<file path="src/rtl/cpm_reg_pipe.sv">
// cpm_reg_pipe: elastic DEPTH-stage pipeline register with valid/ready
// handshake, bubble collapsing, synchronous flush and occupancy count.
// Stage 0 faces the producer, stage DEPTH-1 drives the consumer.

// One pipeline stage: holds a valid bit and a data word, loads from
// upstream whenever the stage is allowed to move.
module cpm_reg_pipe_stage #(
  parameter int DW = 8
) (
  input  logic          Clk,
  input  logic          Rstn,
  input  logic          clear,
  input  logic          load,
  input  logic          up_vld,
  input  logic [DW-1:0] up_dat,
  output logic          vld,
  output logic [DW-1:0] dat
);

  // Valid follows upstream when the stage moves; data only captured for real items
  always_ff @(posedge Clk or negedge Rstn) begin
    if (!Rstn) begin
      vld <= 1'b0;
      dat <= '0;
    end else if (clear) begin
      vld <= 1'b0;
      dat <= '0;
    end else if (load) begin
      vld <= up_vld;
      if (up_vld) dat <= up_dat;
    end
  end

endmodule

module cpm_reg_pipe #(
  parameter int DW    = 8,
  parameter int DEPTH = 2,
  parameter int CW    = $clog2(DEPTH+1)
) (
  input  logic          Clk,
  input  logic          Rstn,
  input  logic          Clear,
  input  logic          InVld,
  output logic          InRdy,
  input  logic [DW-1:0] InData,
  output logic          OutVld,
  input  logic          OutRdy,
  output logic [DW-1:0] OutData,
  output logic [CW-1:0] Count
);

  logic [DEPTH-1:0]         vld;
  logic [DEPTH-1:0][DW-1:0] dat;
  logic [DEPTH-1:0]         rdy;
  logic                     in_xfer;
  logic                     out_xfer;

  // Ready ripples back from the consumer; an empty stage always accepts,
  // which is what lets bubbles collapse while the output is stalled.
  always_comb begin
    rdy = '0;
    rdy[DEPTH-1] = ~vld[DEPTH-1] | OutRdy;
    for (int i = DEPTH-2; i >= 0; i--)
      rdy[i] = ~vld[i] | rdy[i+1];
  end

  assign InRdy   = rdy[0] & ~Clear;
  assign OutVld  = vld[DEPTH-1] & ~Clear;
  assign OutData = dat[DEPTH-1];

  assign in_xfer  = InVld & InRdy;
  assign out_xfer = OutVld & OutRdy;

  for (genvar g = 0; g < DEPTH; g++) begin : g_stage
    logic          up_vld;
    logic [DW-1:0] up_dat;
    if (g == 0) begin : g_head
      assign up_vld = InVld;
      assign up_dat = InData;
    end else begin : g_body
      assign up_vld = vld[g-1];
      assign up_dat = dat[g-1];
    end
    cpm_reg_pipe_stage #(.DW(DW)) u_stage (
      .Clk    (Clk),
      .Rstn   (Rstn),
      .clear  (Clear),
      .load   (rdy[g]),
      .up_vld (up_vld),
      .up_dat (up_dat),
      .vld    (vld[g]),
      .dat    (dat[g])
    );
  end

  // Occupancy moves only on a lone accept or a lone emit; flush empties it
  always_ff @(posedge Clk or negedge Rstn) begin
    if (!Rstn)
      Count <= '0;
    else if (Clear)
      Count <= '0;
    else if (in_xfer && !out_xfer)
      Count <= Count + CW'(1);
    else if (out_xfer && !in_xfer)
      Count <= Count - CW'(1);
  end

endmodule

</file>
<file path="config.mk">
export PLATFORM = sky130hd
export DESIGN_NAME = cpm_reg_pipe
export DESIGN_NICKNAME = d
export VERILOG_FILES = /design/src/rtl/cpm_reg_pipe.sv
export SDC_FILE = /design/constraint.sdc
export NUM_CORES = 1
export LEC_CHECK = 0
export BUFFER_PORTS_ARGS = -buffer_cell sky130_fd_sc_hd__buf_4
export CORE_ASPECT_RATIO = 1.25
export CORE_MARGIN = 3
export CORE_UTILIZATION = 46
export CTS_CLUSTER_DIAMETER = 60
export DETAILED_ROUTE_END_ITERATION = 10
export PLACE_DENSITY = 0.81
export SLEW_MARGIN = 20
export SYNTH_ARGS = -nofsm -noshare
export SYNTH_HDL_FRONTEND = slang
export SYNTH_SLANG_ARGS = --single-unit
</file>
<file path="constraint.sdc">
create_clock -name Clk -period 1.7 [get_ports Clk]
set_clock_uncertainty 0.15 [all_clocks]
set_input_delay 0.255 -clock Clk [delete_from_list [all_inputs] [get_ports Clk]]
set_output_delay 0.255 -clock Clk [all_outputs]
set_load 0.005 [all_outputs]
</file>
==> impl.org <==
** Synth
- Post-synth design cell area :: 867.1 sq um
- Summing the areas of all xor and xnor instances in the mapped netlist gives 0% of the synthesized area.
- Mux contribution to synthesized area :: 2.597%
- Sequential share of the synthesized area :: 57.72%
- Number of register bits inferred by synthesis :: 20
- Counting every net in the synthesized netlist gives 91.
- After Yosys synthesis, and, or, nand and nor cells account for 14.72% of the synthesized area.
- Yosys printed 0 warnings.
- Main combinational cell family by area after synthesis :: compound AO/OA/AOI/OAI gates
- Dividing the synthesized area by the synthesized cell count gives 11.12 sq um.
- Summing the areas of all compound-gate instances in the mapped netlist gives 21.93% of the synthesized area.
- Cells after synthesis :: 78
- Share of synthesized cell area in full adder, half adder and majority cells :: 0%
- Count of cell types in the netlist :: 19

** Power and ir drop
- For this design the ratio of total power to cell area is 770.7 nW/um^2.
- For this design the static power due to leakage is 0.5340 nW.
- Summed over all nets, the switching power comes to 0.2052 mW.
- Internal power :: 0.6454 mW
- Net switching is 24.12% of the power.
- Combinational logic is responsible for 14.4% of the overall power.
- Clock share of power :: 25.1%
- Reg power frac :: 60.5%
- Worst supply voltage drop on vdd :: 0.4907 mV
- After layout, the design draws a total of 0.8506 mW.

** CTS
- H-tree depth reported by CTS :: 1
- The clock net in this run drives a total of 20 sinks.
- Clock tree from TritonCTS :: yes
- Clock-pin slew was measured on the worst setup and hold paths at 0.10 ns.
- Counting along the longest clock path gives a buffer depth of 2.
- Number of buffers created by CTS :: 3
- The later pin in the worst-skew pair is clocked with a latency of 0.30 ns.
- The tree is rooted in a sky130_fd_sc_hd__clkbuf_4.

** Setup path
- Biggest cell delay along the critical path :: 0.40 ns
- Worst endpoint data arrival time :: 1.21 ns
- STA classifies the critical path startpoint as a register.
- Endpoint required time on the critical path :: 1.29 ns
- Launch point of the worst path :: g_stage[1].u_stage.vld
- The signal on the critical path passes through and2b_2, a21oi_2, buf_4.
- Worst r2r path cells :: 4
- The critical path is of the register to output pin type.
- Startpoint of the worst-slack reg-to-reg timing path :: g_stage[1].u_stage.vld
- In this run the critical register-to-register path is captured at Count[1].
- Cell type of the slowest stage on the worst timing path :: sky130_fd_sc_hd__dfrtp_1
- Critical path peak fanout :: 9
- The worst register-to-register path has a setup slack of 0.20 ns.
- CP endpoint kind :: output pin

** Drt
- For this block, the via count after detailed routing is 691.
- Routed len/inst :: 14.33 microns
- Wire length after detailed routing :: 1748 microns
- Residual antenna-violating net count after detailed routing :: 0
- For this block, the initial DRC count from the detailed router was 10.
- Drt first pass iters :: 4
- After detailed routing, the number of remaining DRC violations is 0.
- Mean number of vias per cell :: 5.664

** Timing
- Min Clock Period, post-route :: 1.610 ns
- The number of endpoints with negative hold slack in the final report came to 0.
- Maximum operating frequency :: 0.6210 GHz
- Setup-violating endpoint count in the final report :: 0
- Pins Over Slew Limit :: 0
- Measured against its own limit, the worst slew margin works out to 76.55%.
- Transition at the pin with the smallest max-transition slack :: 0.3518 ns
- WHS :: 0.01688 ns
- Post-route clock period utilization :: 94.72%

** Global route
- Most heavily used metal layer in global routing :: met2
- Global routing consumed, over all layers together, 16.72% of the routing resources.
- Global routing used 1.974% of the available met3 tracks.
- Met2 routing resource usage after global routing :: 26.56%
- For this run the aggregate overflow at the end of global routing stands at 0.
- The number of global-route vias before repair came to 658.
- Met1 capacity usage during global routing :: 21.04%
- The initial antenna violation count came to 0.
- The first global-routing pass estimated 2891 microns of wire.
- Entering global routing, the biggest net connects 21 pins.

** Floorplanning
- Core Region :: 1662 sq um
- In this run the count of I/O pins placed on the die edge is 25.
- In this run the vertical extent of the chip is 54.54 microns.
- In this run the core area contains 16 standard-cell rows.
- Die outline width :: 44.83 microns
- The die covers 2445 sq um.
- Initial Utilization :: 52.18%

** Hold path
- Worst hold path stage count :: 2
- Hold endpoint :: g_stage[0].u_stage.dat[6]
- Hold/Removal Path Class :: input port to register
- In this run the most critical hold path is launched from InData[6].

** Placed design
- Hpwl dp :: 1299 microns
- GP Congestion :: 0.7287
- Port buffering added 24 buffers.

** Cells and area
- Layout area overhead :: 27.27%
- The post-route netlist has 33.65% of its cells at a drive strength greater than 1.
- The number of antenna diodes in the final layout is 0.
- Final Net Count :: 119
- Fillers :: 134

** Status
- Result of the run :: finished, final reports clean

** Flow run
- Max-cap violations in this run came to 0.
==> cell type report <==
type                       count  area (sq um)  area share, %
clock buffer                   3         22.52          2.041
inverter                       2         7.507         0.6803
multi-input combinational     52         345.3          31.29
timing repair buffer          27         205.2          18.59
tap                           18         22.52          2.041
sequential                    20         500.5          45.35
==> registers in the layout, summed over array words and instances (netlist names) <==
register             cells
g_stage.u_stage.dat     16
Count                    2
g_stage.u_stage.vld      2
==> power by group through the flow <==
stage	logic [mW]	clock network, mW	registers [mW]
floorplan	0.0574	0	0.521
finish	0.122	0.214	0.515
global placement	0.114	0	0.523
detailed placement	0.118	0	0.525
CTS	0.120	0.223	0.515
global route	0.137	0.237	0.517
==> what timing repair did <==
| item | 4_1_cts | 5_1_grt |
|---|---|---|
| resized for setup | 1 | 1 |
| endpoints found under the setup margin | 1 | 1 |
| buffers inserted | 0 | 1 |
| hold buffers | 1 | 0 |
| endpoints found under the hold margin | 20 | 0 |
==> cell usage after synthesis, drive strengths merged <==
cell type | count | area [sq um]
a21oi | 13 | 68.82
a22o | 8 | 70.07
a31oi | 1 | 6.260
and2b | 1 | 7.510
and3b | 1 | 8.760
and4bb | 1 | 12.51
buf | 3 | 15.01
clkbuf | 1 | 3.750
dfrtp | 20 | 500.5
inv | 2 | 7.510
mux2 | 2 | 22.52
nand2b | 1 | 6.260
nand3 | 8 | 40.04
nand3b | 1 | 7.510
nor2 | 2 | 7.510
nor2b | 3 | 18.77
nor3b | 1 | 18.77
o21ai | 9 | 45.04
==> worst max-delay path by stage <==
stage / slack [ns] / cells after the start / endpoint
6_report: 0.09 / 3 / InRdy
5_1_grt: -0.003 / 3 / InRdy
4_1_cts: 0.003 / 3 / InRdy
3_5_place_dp: 0.30 / 4 / g_stage[0].u_stage.dat[3]
3_3_place_gp: 0.34 / 3 / Count[1]
2_1_floorplan: 0.37 / 3 / Count[1]
==> cell families after synthesis <==
| kind of cell | Yosys count |
|---|---|
| compound gates | 31 |
| flops | 20 |
| simple gates | 19 |
| buf+inv | 6 |
| mux | 2 |
==> placed cells by master (no fill, tap or decap), drive strengths merged <==
master / instances
nand2b: 1
dlygate4sd3: 1
o21ai: 9
nand3: 8
a21oi: 13
a31oi: 1
a22o: 8
nor2b: 3
buf: 26
and4bb: 1
inv: 2
dfrtp: 20
nor2: 2
nor3b: 1
mux2: 2
clkbuf: 3
and2b: 1
nand3b: 1
and3b: 1
==> per-layer routing <==
metal	part of all wire, %	routed length (microns)
met3	5.1	89
met1	45	780
met5	0	0
met2	47	828
met4	2.8	49
==> through the flow <==
stage,setup WS [ns],area (sq um),setup TNS (ns),util [%],cells
after global placement,0.3416,1059,0,63.70,117
after global routing,-0.002917,1104,-0.002917,66.42,122
after CTS,0.002982,1092,0,65.74,121
final,0.08971,1104,0,66.42,122
after detailed placement,0.3010,1059,0,63.70,117
after floorplan,0.3691,867.1,0,-,78
==> worst max-delay path: cells and delay by family, from the launching register on <==
family | cells | cell delay, ns
flops | 1 | 0.40
simple gates | 1 | 0.25
compound gates | 1 | 0.14
buf+inv | 1 | 0.11
Power figures use the tool's default switching activity.
